$ cat config.mk
export PLATFORM = sky130hd
export DESIGN_NAME = tiger_hilo_ctrl
export DESIGN_NICKNAME = d
export VERILOG_FILES = /design/src/rtl/tiger_hilo_ctrl.sv
export SDC_FILE = /design/constraint.sdc
export NUM_CORES = 1
export LEC_CHECK = 0
export ABC_AREA = 0
export BUFFER_PORTS_ARGS = -buffer_cell sky130_fd_sc_hd__buf_2
export CAP_MARGIN = 20
export CELL_PAD_IN_SITES_DETAIL_PLACEMENT = 1
export CELL_PAD_IN_SITES_GLOBAL_PLACEMENT = 1
export CORE_AREA = 4 4 167 169
export DETAILED_ROUTE_END_ITERATION = 16
export DIE_AREA = 0 0 171 173
export HOLD_SLACK_MARGIN = 0.15
export PLACE_DENSITY = 0.8
export SKIP_CTS_REPAIR_TIMING = 1
export SYNTH_ARGS = -nofsm -noshare
export SYNTH_HDL_FRONTEND = slang
export SYNTH_SLANG_ARGS = --single-unit
$ cat constraint.sdc
create_clock -name clk -period 5 [get_ports clk]
set_input_delay 0.75 -clock clk [delete_from_list [all_inputs] [get_ports clk]]
set_output_delay 0.75 -clock clk [all_outputs]
set_load 0.01 [all_outputs]
$ cat src/rtl/tiger_hilo_ctrl.sv
// HI/LO register controller: MFHI/MFLO/MTHI/MTLO, single-cycle MULT/MULTU from an
// external multiplier, and DIV/DIVU launched onto an external fixed-latency divider.
module tiger_hilo_ctrl #(
  parameter int unsigned DIV_LATENCY = 12
) (
  input  logic        clk,
  input  logic        reset,
  input  logic        flush,
  input  logic        op_valid,
  input  logic [2:0]  op,
  input  logic [31:0] rs,
  input  logic [31:0] rt,
  output logic        op_ready,
  output logic        stall_rq,
  output logic        mult_signed,
  output logic [31:0] mult_a,
  output logic [31:0] mult_b,
  input  logic [63:0] mult_product,
  output logic [31:0] div_numer,
  output logic [31:0] div_denom,
  output logic        div_signed,
  input  logic [31:0] div_quotient,
  input  logic [31:0] div_remain,
  output logic [31:0] result,
  output logic        result_valid,
  output logic [31:0] hi,
  output logic [31:0] lo,
  output logic        busy,
  output logic        dbg_state_o
);

  localparam logic [0:0] S_IDLE     = 1'b0;
  localparam logic [0:0] S_DIV_WAIT = 1'b1;

  localparam logic [2:0] OP_MFHI  = 3'd0;
  localparam logic [2:0] OP_MFLO  = 3'd1;
  localparam logic [2:0] OP_MTHI  = 3'd2;
  localparam logic [2:0] OP_MTLO  = 3'd3;
  localparam logic [2:0] OP_MULT  = 3'd4;
  localparam logic [2:0] OP_MULTU = 3'd5;
  localparam logic [2:0] OP_DIV   = 3'd6;
  localparam logic [2:0] OP_DIVU  = 3'd7;

  // Loading LATENCY-1 and committing on the zero edge gives exactly LATENCY wait cycles.
  localparam logic [3:0] CNT_INIT = 4'(DIV_LATENCY - 1);

  logic [0:0]  state_q, state_d;
  logic [3:0]  count_q, count_d;
  logic [31:0] hi_q, hi_d;
  logic [31:0] lo_q, lo_d;
  logic [31:0] result_q, result_d;
  logic        result_valid_q, result_valid_d;
  logic [31:0] numer_q, numer_d;
  logic [31:0] denom_q, denom_d;
  logic        dsigned_q, dsigned_d;
  logic        accept;

  // Handshake: an op is taken on a rising edge where op_valid && op_ready; the
  // requester must hold op/rs/rt stable while stall_rq is high.
  always_comb begin
    op_ready    = (state_q == S_IDLE) && !flush;
    accept      = op_valid && op_ready;
    stall_rq    = op_valid && !op_ready;
    mult_signed = (op == OP_MULT);
    mult_a      = rs;
    mult_b      = rt;
  end

  always_comb begin
    state_d        = state_q;
    count_d        = count_q;
    hi_d           = hi_q;
    lo_d           = lo_q;
    result_d       = result_q;
    result_valid_d = 1'b0;
    numer_d        = numer_q;
    denom_d        = denom_q;
    dsigned_d      = dsigned_q;
    if (state_q == S_DIV_WAIT) begin
      if (flush) begin
        state_d = S_IDLE;
        count_d = 4'd0;
      end else if (count_q == 4'd0) begin
        lo_d    = div_quotient;
        hi_d    = div_remain;
        state_d = S_IDLE;
      end else begin
        count_d = count_q - 4'd1;
      end
    end else if (accept) begin
      case (op)
        OP_MFHI: begin
          result_d       = hi_q;
          result_valid_d = 1'b1;
        end
        OP_MFLO: begin
          result_d       = lo_q;
          result_valid_d = 1'b1;
        end
        OP_MTHI: hi_d = rs;
        OP_MTLO: lo_d = rs;
        OP_MULT, OP_MULTU: {hi_d, lo_d} = mult_product;
        OP_DIV, OP_DIVU: begin
          if (rt == 32'd0) begin
            hi_d = rs;
            lo_d = 32'hFFFF_FFFF;
          end else begin
            numer_d   = rs;
            denom_d   = rt;
            dsigned_d = (op == OP_DIV);
            count_d   = CNT_INIT;
            state_d   = S_DIV_WAIT;
          end
        end
        default: ;
      endcase
    end
  end

  always_ff @(posedge clk) begin
    if (reset) begin
      state_q        <= S_IDLE;
      count_q        <= 4'd0;
      hi_q           <= 32'd0;
      lo_q           <= 32'd0;
      result_q       <= 32'd0;
      result_valid_q <= 1'b0;
      numer_q        <= 32'd0;
      denom_q        <= 32'd0;
      dsigned_q      <= 1'b0;
    end else begin
      state_q        <= state_d;
      count_q        <= count_d;
      hi_q           <= hi_d;
      lo_q           <= lo_d;
      result_q       <= result_d;
      result_valid_q <= result_valid_d;
      numer_q        <= numer_d;
      denom_q        <= denom_d;
      dsigned_q      <= dsigned_d;
    end
  end

  assign hi           = hi_q;
  assign lo           = lo_q;
  assign result       = result_q;
  assign result_valid = result_valid_q;
  assign div_numer    = numer_q;
  assign div_denom    = denom_q;
  assign div_signed   = dsigned_q;
  assign busy         = (state_q == S_DIV_WAIT);
  assign dbg_state_o  = state_q[0];

endmodule

== Word-level counts from Yosys, hierarchy flattened ==
Index checks and enable logic that the tools add are counted.

* Register bits after elaboration: 167
* Input port bits: 199
* Output and inout port bits: 231
* Logic and storage cells: 73

* Add/sub/neg operators: 1
* Eq/ne operators: 12
* Muxes and demuxes: 26
* Bitwise gates (word level): 3
* Reductions and logical operators: 22

{| class="wikitable"
|+ Operators with widths
! kind !! number
|-
| $mux W32 || 10
|-
| $pmux W32 S3 || 2
|-
| $pmux W32 S2 || 1
|-
| $logic_not A32 Y1 || 1
|-
| $mux W4 || 6
|-
| $eq A3 B3 Y1 const B || 4
|-
| $reduce_and A5 Y1 || 2
|-
| $reduce_and A4 Y1 || 2
|-
| $reduce_bool A4 Y1 || 2
|-
| $mux W1 || 7
|-
| $eq A3 B2 Y1 const B || 2
|-
| $ne A3 B3 Y1 const B || 2
|-
| $reduce_bool A2 Y1 || 3
|-
| $reduce_or A2 Y1 || 3
|-
| $logic_not A4 Y1 || 1
|-
| $ne A2 B2 Y1 const B || 2
|-
| $sub A4 B1 Y4 const B || 1
|-
| $eq A3 B1 Y1 const B || 1
|-
| $logic_and A1 B1 Y1 || 3
|-
| $logic_not A3 Y1 || 1
|-
| $not A1 Y1 || 3
|-
| $reduce_and A3 Y1 || 1
|-
| $reduce_or A3 Y1 || 1
|-
| $logic_not A1 Y1 || 2
|-
| $ne A2 B1 Y1 const B || 1
|}

== Depth between registers and ports, before layout ==
Gate-level depths: netlist (run 1).

* Depth in word-level cells: 5
* Mapped depth: 10
* Mapped depth without buffers: 7

== Least setup slack after synthesis (run 1) ==
Ideal clock, no wire load.

* Path type: input to output
* Start point: in op[1]
* End point: out mult_signed
* Arrival: 1.384 ns
* Data required time: 4.250 ns
* Path slack: 2.866 ns
* Stages on the path: 4
* Buffers on the path: 2
* Cell sequence: nand2b_1 buf_4 buf_2 nor2_1

* Cells in the longest elaborated chain, start to end: 1

{| class="wikitable"
|+ Ends and longest elaborated chain
! element !! RTL line !! RTL
|-
| start: declaration || 10 || <nowiki>input logic [2:0] op,</nowiki>
|-
| $eq A3 B3 Y1 || 64 || <nowiki>mult_signed = (op == OP_MULT);</nowiki>
|-
| end: declaration || 15 || <nowiki>output logic mult_signed,</nowiki>
|}

No other way between the ends.

== Worst setup path in the final report (run 1) ==
* Start point: in op[2]
* End point: out mult_signed

The elaborated chain is that of the path after synthesis.

==> flow_metrics.env, run 1 <==
export IMPL_area_growth_pct=27.62
export IMPL_drtIter0Drc=479
export IMPL_max_freq_mhz=297.2
export IMPL_post_route_min_period_ps=3365
export IMPL_setup_viol=0
export IMPL_tightest_slew_ps=1098
export IMPL_start_util=0.3133
export IMPL_cap_violations=0
export IMPL_fill_cells=3364
export IMPL_synth_largest_area_cell="dfxtp_1"
export IMPL_drc=0
export IMPL_slew_headroom=0.2663
export IMPL_ys_types=43
export IMPL_grtUsageTotal=0.2299
export IMPL_syn_nets=1245
export IMPL_fin_hold_ws_ps=452.3
export IMPL_synth_area_um2=8327
export IMPL_grt_max_degree=105
export IMPL_p_switching_uw=954.0
export IMPL_synthCells=1044
export IMPL_ys_ff_latch=167
export IMPL_die_w_um=171
export IMPL_critPathLaunchType="input port"
export IMPL_internal_power_mw=2.315
export IMPL_io_pins=430
export IMPL_multi_input_area_um2=4006
export IMPL_fp_dieH_um=173
export IMPL_clockRootBuffer="clkbuf_16"
export IMPL_antenna_cells=0
export IMPL_nets=1541
export IMPL_clock_power_share=0.416
export IMPL_dr_pass1_iters=5
export IMPL_wl_per_cell_um=21.09
export IMPL_dr_total_vias=8878
export IMPL_seq_power_share=0.430
export IMPL_yosysSeqAreaShare=0.4015
export IMPL_die_area_um2=29580
export IMPL_fin_setup_tns_ps=0
export IMPL_rsz0062_at_grt="false"
export IMPL_post_dp_hpwl_um=25860
export IMPL_combPwrFrac=0.154
export IMPL_place_gp_congestion=0.8146
export IMPL_clk_latency_ps=420
export IMPL_critPathRequiredTime_ps=4250
export IMPL_place_area_um2=10030
export IMPL_ys_warn_count=0
export IMPL_yosysTopAreaCellShare=0.4015
export IMPL_finalWirelength_um=35700
export IMPL_hold_class="register to register"
export IMPL_clk_pin_slew_ps=70
export IMPL_cp_end_kind="output pin"
export IMPL_ys_async_sr_fraction=0
export IMPL_yosysMostFrequentCell="a21oi_1"
export IMPL_grt_pass1_vias=9130
export IMPL_fp_row_count=60
export IMPL_io_buffers=429
export IMPL_synth_edf_count=0
export IMPL_crit_type="input port to output pin"
export IMPL_postLayoutCellArea_um2=10630
export IMPL_crit_fanout=65
export IMPL_min_period_over_period=0.6730
export IMPL_register_area_um2=3347
export IMPL_cts_sinks=167
export IMPL_cp_data_arrival_time_ps=2610
export IMPL_antenna_found_initial=1
export IMPL_core_area_um2=26580
export IMPL_grt_pass1_wl_um=53480
export IMPL_netlist_top_cells_area="dfxtp_1 40%, a21oi_1 12%, nand2_1 8.9%"
export IMPL_cts_made_buffers=17
export IMPL_cts_max_path_buffers=2
export IMPL_drive_above_1_share=0.3802
export IMPL_vdd_ir_drop_worst_v=0.0001898
export IMPL_cts_tree="yes"
export IMPL_viasPerCell=5.244
export IMPL_syn_avg_cell_area_um2=7.976
export IMPL_antenna_left=0
export IMPL_outcome="finished, final reports clean"
export IMPL_synth_common_cells="200 x a21oi_1, 198 x nand2_1, 167 x dfxtp_1"
export IMPL_maxSlewViolCount=0
export IMPL_finClkSkew_ps=17.07
export IMPL_swShare=0.2919
export IMPL_synth_ff_type="dfxtp_1"
export IMPL_htreeDepth=4
export IMPL_power_density_nw_per_um2=307.6
export IMPL_p_leak_nw=4.658
export IMPL_grt_overflow=0
export IMPL_hold_viol_final=0
==> through the flow <==
stage,util,cells,setup WS [ps],power (mW)
finish,0.3999,1693,1635,3.269
global route,0.3999,1693,1496,3.413
CTS,0.3999,1693,1570,3.309
detailed placement,0.3775,1662,1484,1.943
global placement,0.3775,1662,1633,1.932
floorplan,-,1044,2866,1.724
==> power by group through the flow <==
| stage | Clock, mW | Sequential [mW] | Combinational [mW] |
|---|---|---|---|
| 2_1_floorplan | 0 | 1.45 | 0.279 |
| 3_3_place_gp | 0 | 1.43 | 0.498 |
| 3_5_place_dp | 0 | 1.44 | 0.507 |
| 4_1_cts | 1.39 | 1.41 | 0.509 |
| 5_1_grt | 1.45 | 1.41 | 0.550 |
| 6_report | 1.36 | 1.41 | 0.503 |
==> worst max-delay path: stages <==
cell	delay (ps)
buf_2	350
buf_4	450
nand2b_4	590
nor2_1	260
buf_2	170
==> registers in the layout, indices dropped and copies added (netlist names) <==
register / flops
busy: 1
count_q: 4
div_denom: 32
div_numer: 32
div_signed: 1
hi: 32
lo: 32
result: 32
result_valid: 1
==> layer usage <==
layer	track usage	up-vias	share of wire
met5	0	-	0.00022
met3	0.06013	36	0.068
met4	0.05513	2	0.017
met1	0.2851	4294	0.42
li1	-	4227	-
met2	0.3971	319	0.49
==> placed cells by master (no fill, tap or decap), drive strengths merged, types with 3 or more instances in the layout <==
cell,count
o22ai,32
dfxtp,167
clkinv,5
nor4,8
buf,439
nor2b,5
inv,9
o21ai,66
nand2,199
nor3b,3
a211oi,34
nor3,4
clkbuf,18
nand3,33
a21oi,200
mux2i,33
o221ai,32
nor2,41
==> cell families after synthesis <==
logic type	share of synthesized area
multiplexers	0.03967
AO/OA/AOI/OAI	0.2781
adder cells (fa/ha/maj)	0.003005
buffers and inverters	0.1235
AND/OR/NAND/NOR	0.1542
flip-flops	0.4015
==> final cells by class <==
type                    instances  share of cell area
inverters                       3            0.001060
repair buffers                439              0.2109
clock buffers                  18             0.04039
multi-input cells             712              0.3770
flip-flops and latches        167              0.3150
clock inverters                13             0.01554
well taps                     341             0.04015
==> worst paths after layout <==
check                           slack [ps]               startpoint                       to  cells past startpoint
worst max-delay path                  1640                    op[2]              mult_signed                      5
worst min-delay path                   450  result[28]$_SDFFE_PP0P_  result[28]$_SDFFE_PP0P_                      2
worst max register to register        1980          busy$_SDFF_PP0_      lo[31]$_SDFFE_PP0P_                      5
worst min register to register         450  result[28]$_SDFFE_PP0P_  result[28]$_SDFFE_PP0P_                      2
No activity file was read; power rests on OpenSTA's default activity.
==> inputs of run 2 (changes only) <==
Settings changed: ABC_AREA 0 to 1, CORE_AREA 4 4 167 169 to default, CORE_MARGIN from default to 4, CORE_UTILIZATION from default to 31, DIE_AREA 0 0 171 173 to default, PLACE_DENSITY 0.8 to 0.81.
Clock period 5 ns to 3.2 ns, I/O delays scaled along.
==> run 2 against run 1 <==
Effect of this change:
- combinational power is 87% higher
- final area is 4.3% higher
- clock skew is 9.2 ps higher
- via count is 13% higher
- non-clock buffer count is 13 higher
- wire length is 10% higher
- first-iteration DRC count is 59% higher
- die area is 2.2% higher
- critical path depth is 2 higher
- sequential power is 58% higher
- clock-buffer cell count is 1 lower
- synthesized cell count is 22% higher
- critical endpoint is now hi[10]$_SDFFE_PP0P_
==> flow_metrics.env, run 2 <==
export IMPL_syn_nets=1473
export IMPL_cts_max_path_buffers=2
export IMPL_r2r_start="busy$_SDFF_PP0_"
export IMPL_area_growth_pct=29.82
export IMPL_synth_area_um2=8534
export IMPL_place_area_um2=10450
export IMPL_grt_max_degree=94
export IMPL_pre_cts_slack_ps=616.7
export IMPL_min_from="rt[28]"
export IMPL_syn_avg_cell_area_um2=6.709
export IMPL_place_gp_congestion=0.8617
export IMPL_fin_setup_tns_ps=0
export IMPL_synthCells=1272
export IMPL_crit_type="register to register"
export IMPL_synth_ff_type="dfxtp_1"
export IMPL_synth_compound_area_share=0.1865
export IMPL_viasPerCell=5.217
export IMPL_muxShareOfSynthArea=0
export IMPL_outcome="finished, final reports clean"
export IMPL_synth_largest_area_cell="dfxtp_1"
export IMPL_final_common_cell="buf_2"
export IMPL_io_buffers=429
export IMPL_min_path_cells=3
export IMPL_grt_overflow=0
export IMPL_cts_tree="yes"
export IMPL_finClkSkew_ps=26.22
export IMPL_final_cell_mix="428 x buf_2, 248 x nand2_1, 193 x nand3_1, 171 x a21oi_1, 167 x dfxtp_1"
export IMPL_yosysSeqAreaShare=0.3917
export IMPL_maxSlewViolCount=0
export IMPL_finalWorstSetupSlack_ps=999.4
export IMPL_hold_viol_final=0
export IMPL_power_mw=5.354
export IMPL_cap_violations=0
export IMPL_final_util=0.4100
export IMPL_max_freq_mhz=454.4
export IMPL_min_period_over_period=0.6877
export IMPL_vdd_ir_drop_worst_v=0.0003858
export IMPL_grtUsageTotal=0.2475
export IMPL_finalWirelength_um=39310
export IMPL_ys_async_sr_fraction=0
export IMPL_tightest_slew_ps=727.6
export IMPL_postLayoutCellArea_um2=11080
export IMPL_critPathRequiredTime_ps=3530
export IMPL_hold_path_end="div_denom[28]$_SDFFE_PP0P_"
export IMPL_post_route_min_period_ps=2201
export IMPL_clockRootBuffer="clkbuf_16"
export IMPL_drive_above_1_share=0.3131
export IMPL_fin_hold_ws_ps=330.7
export IMPL_clk_pin_slew_ps=90
export IMPL_rrSetupSlack_ps=1000
export IMPL_start_util=0.3158
export IMPL_drtIter0Drc=763
export IMPL_cts_sinks=167
export IMPL_synth_simple_area_share=0.2983
export IMPL_crit_fanout=93
export IMPL_dr_total_vias=10040
export IMPL_rsz0062_at_grt="false"
export IMPL_setup_viol=0
export IMPL_synth_top_family_by_area="simple AND/OR/NAND/NOR gates"
export IMPL_synthAdderAreaFrac=0.002932
export IMPL_io_pins=430
export IMPL_ys_ff_latch=167
export IMPL_power_density_nw_per_um2=483.3
export IMPL_antenna_found_initial=4
export IMPL_synth_xor_area_frac=0
export IMPL_htreeDepth=4
export IMPL_synth_common_cells="251 x nand2_1, 194 x nand3_1, 171 x a21oi_1"
export IMPL_ys_warn_count=0
export IMPL_nets=1769
export IMPL_synth_edf_count=0
export IMPL_yosysMostFrequentCell="nand2_1"
export IMPL_critPathLaunchType="register"
export IMPL_antenna_left=0
export IMPL_core_area_um2=27030
export IMPL_hold_class="input port to register"
export IMPL_fp_row_count=60
export IMPL_p_leak_nw=5.214
export IMPL_dr_pass1_iters=5
export IMPL_cp_end_kind="register"
export IMPL_stdcell_count=1925
export IMPL_die_area_um2=30250
export IMPL_slew_headroom=0.5149
export IMPL_clk_latency_ps=440
export IMPL_placed_cells=1890
export IMPL_netlist_top_cells_area="dfxtp_1 39%, nand3_1 11%, nand2_1 11%"
export IMPL_drc=0
export IMPL_wl_per_cell_um=20.42
export IMPL_fill_cells=3535
export IMPL_reg2regPathDepth=7
export IMPL_post_dp_hpwl_um=29060
export IMPL_yosysTopAreaCellShare=0.3917
export IMPL_die_w_um=173.9
export IMPL_grt_pass1_vias=10080
export IMPL_ys_types=21
export IMPL_grt_pass1_wl_um=59240
export IMPL_cts_made_buffers=17
export IMPL_timing_rr_end="hi[10]$_SDFFE_PP0P_"
export IMPL_fp_dieH_um=173.9
export IMPL_cp_data_arrival_time_ps=2540
-- run 2: cell types whose count changed after synthesis, moves of 24 or more --
cell	previous run	this run
mux2i_1	33	0
a211oi_2	30	0
o21ai_0	53	77
a21oi_1	200	171
nor2_1	40	161
nand3_1	33	194
o221ai_1	32	0
nand2_1	198	251
-- run 2: power by group --
part	total, mW	switching (mW)	internal, mW
Clock	2.19	1.11	1.08
Sequential	2.23	0.0727	2.16
Combinational	0.940	0.592	0.348
-- run 2: worst max path at each step --
stage	cells past startpoint	slack, ps	to	start
after floorplan	8	1520	hi[10]$_SDFFE_PP0P_	flush
after global placement	12	680	lo[30]$_SDFFE_PP0P_	rt[28]
after detailed placement	12	620	hi[30]$_SDFFE_PP0P_	rt[28]
after CTS	7	950	hi[10]$_SDFFE_PP0P_	busy$_SDFF_PP0_
after global routing	7	780	hi[10]$_SDFFE_PP0P_	busy$_SDFF_PP0_
final	7	1000	hi[10]$_SDFFE_PP0P_	busy$_SDFF_PP0_
-- run 2: logic make-up (layout without fill, tap and decap cells) --
family,Yosys count,after routing
other,0,3
AND/OR/NAND/NOR,610,610
flip-flops,167,167
adder cells (fa/ha/maj),2,2
AO/OA/AOI/OAI,305,305
buffers and inverters,188,497
-- run 2: metal layers --
layer	part of all wire	up-vias	track usage
li1	-	4806	-
met1	0.44	4792	0.3305
met2	0.47	395	0.4021
met3	0.068	49	0.05437
met4	0.022	0	0.07456
met5	0	-	0
-- run 2: final cells by class --
type | instances | area, um^2 | share of cell area
Clock buffer | 17 | 425.4 | 0.03840
Sequential cell | 167 | 3343 | 0.3018
Timing Repair Buffer | 452 | 2435 | 0.2198
Antenna cell | 3 | 7.507 | 0.0006776
Inverter | 13 | 51.30 | 0.004630
Multi-Input combinational cell | 917 | 4197 | 0.3788
Clock inverter | 15 | 193.9 | 0.01750
Tap cell | 341 | 426.7 | 0.03851
-- run 2: critical path, stage by stage, from the launching register on --
cell     delay, ps
dfxtp_1        520
inv_4          240
buf_12         290
a21oi_4        470
buf_4          330
nand3_1        120
nand2_1         80
nor2_1          40
==> inputs of run 3 (changes only) <==
Settings changed: CORE_UTILIZATION 31 to 28, PLACE_DENSITY 0.81 to 0.77.
Clock period 3.2 ns to 1.85 ns, I/O delays scaled along.
==> run 3 against run 2 <==
Effect of this change:
- register-to-register slack worse by 910 ps
- die area is 10% higher
- sequential power is 73% higher
- critical path depth is 5 higher
- final area is 6.3% higher
- sequential share of layout area is 1.7 points lower
- highest routed layer is now met5
==> flow_metrics.env, run 3 (synthesized netlist as in run 2, its figures left out) <==
export IMPL_die_area_um2=33340
export IMPL_crit_start="count_q[0]$_SDFFE_PP0P_"
export IMPL_hold_viol_final=0
export IMPL_grt_pass1_vias=10190
export IMPL_crit_type="register to register"
export IMPL_min_period_over_period=0.9505
export IMPL_min_from="rs[2]"
export IMPL_crit_fanout=7
export IMPL_clock_power_share=0.401
export IMPL_critPathRequiredTime_ps=2170
export IMPL_start_util=0.2857
export IMPL_power_density_nw_per_um2=797.7
export IMPL_r2r_start="count_q[0]$_SDFFE_PP0P_"
export IMPL_clockRootBuffer="clkbuf_16"
export IMPL_viasPerCell=5.069
export IMPL_max_freq_mhz=568.7
export IMPL_cap_violations=0
export IMPL_p_switching_mw=2.867
export IMPL_grt_max_degree=66
export IMPL_combPwrFrac=0.189
export IMPL_grt_overflow=0
export IMPL_die_w_um=182.6
export IMPL_vdd_ir_drop_worst_v=0.0005108
export IMPL_drc=0
export IMPL_area_growth_pct=37.96
export IMPL_cts_max_path_buffers=2
export IMPL_placed_cells=1992
export IMPL_seq_power_share=0.410
export IMPL_hold_class="input port to register"
export IMPL_grt_pass1_wl_um=59760
export IMPL_critPathLaunchType="register"
export IMPL_outcome="finished, final reports clean"
export IMPL_antenna_found_initial=7
export IMPL_cts_sinks=167
export IMPL_internal_power_mw=6.524
export IMPL_final_common_cell="buf_2"
export IMPL_rrSetupSlack_ps=90
export IMPL_grtUsageTotal=0.2278
export IMPL_io_pins=430
export IMPL_nets=1839
export IMPL_place_gp_congestion=0.9336
export IMPL_maxSlewViolCount=0
export IMPL_cts_tree="yes"
export IMPL_p_leak_nw=5.576
export IMPL_core_area_um2=29870
export IMPL_stdcell_count=2045
export IMPL_fill_cells=3898
export IMPL_fp_row_count=63
export IMPL_clk_latency_ps=430
export IMPL_post_route_min_period_ps=1759
export IMPL_io_buffers=429
export IMPL_wl_per_cell_um=19.86
export IMPL_antenna_left=0
export IMPL_pre_cts_slack_ps=-196.5
export IMPL_drive_above_1_share=0.3434
export IMPL_final_cell_mix="428 x buf_2, 247 x nand2_1, 193 x nand3_1, 171 x a21oi_1, 164 x dfxtp_1"
export IMPL_setup_viol=0
export IMPL_cts_made_buffers=17
export IMPL_htreeDepth=4
export IMPL_dr_total_vias=10370
export IMPL_fin_hold_ws_ps=149.7
export IMPL_clk_pin_slew_ps=70
export IMPL_slew_headroom=0.6042
export IMPL_final_util=0.3941
export IMPL_cp_data_arrival_time_ps=2080
export IMPL_drtIter0Drc=584
export IMPL_finalWirelength_um=40610
export IMPL_post_dp_hpwl_um=30330
export IMPL_finalWorstSetupSlack_ps=91.48
export IMPL_dr_pass1_iters=5
export IMPL_swShare=0.3053
export IMPL_cp_end_kind="register"
export IMPL_finClkSkew_ps=7.496
export IMPL_tightest_slew_ps=593.7
export IMPL_fp_dieH_um=182.6
-- run 3: changes by cell type in the layout (fill, tap and decap cells not counted), moves of 3 or more --
cell           previous run  this run
dfxtp_2                   0         3
clkinv_8                  5         0
dlygate4sd3_1             0         4
inv_6                     2         5
buf_4                    15        71
buf_6                     0         3
buf_12                    9        15
dfxtp_1                 167       164
-- run 3: power groups by stage --
stage / clock network, mW / logic (mW) / registers [mW]
after floorplan: 0 / 0.871 / 3.95
after global placement: 0 / 1.69 / 3.93
after detailed placement: 0 / 1.72 / 3.93
after CTS: 3.88 / 1.72 / 3.85
after global routing: 4.02 / 1.95 / 3.87
final: 3.77 / 1.77 / 3.85
-- run 3: area by class of cell --
cell class	instances	area [um^2]	share of cell area
Antenna cell	4	10.01	0.0008502
Tap cell	390	488.0	0.04145
Clock buffer	19	442.9	0.03762
Clock inverter	13	158.9	0.01350
Sequential cell	167	3347	0.2843
Multi-Input combinational cell	917	4202	0.3569
Timing Repair Buffer	522	3074	0.2611
Inverter	13	51.30	0.004357
-- run 3: path summary, 6_finish.rpt --
| kind | endpoint | cells past startpoint |
|---|---|---|
| worst max-delay path | lo[8]$_SDFFE_PP0P_ | 12 |
| worst min register to register | div_denom[31]$_SDFFE_PP0P_ | 2 |
| worst min-delay path | div_numer[2]$_SDFFE_PP0P_ | 3 |
| worst max register to register | lo[8]$_SDFFE_PP0P_ | 12 |
-- run 3: worst max-delay path, stage by stage (launching register included) --
cell and delay, ps:
dfxtp_2 320, inv_2 70, ha_2 170, nand2_2 60
o21bai_1 170, inv_2 80, a21oi_4 170, buf_12 160
buf_4 120, buf_12 100, nand3_1 90, nand2_1 90
nor2_1 50
-- run 3: metal layers --
| metal | part of all wire | vias up | GRT usage |
|---|---|---|---|
| met1 | 0.44 | 4997 | 0.3102 |
| met3 | 0.061 | 46 | 0.04744 |
| met2 | 0.48 | 375 | 0.3669 |
| met4 | 0.019 | 6 | 0.06214 |
| li1 | - | 4943 | - |
| met5 | 0.00094 | - | 0 |
-- run 3: per-stage QoR --
stage / TNS, ps / power (mW) / instance area, um^2
after floorplan: 0 / 4.824 / 8534
after global placement: -12320 / 5.615 / 10960
after detailed placement: -14640 / 5.646 / 10960
after CTS: 0 / 9.449 / 11560
after global routing: -0.7958 / 9.838 / 11770
final: 0 / 9.392 / 11770
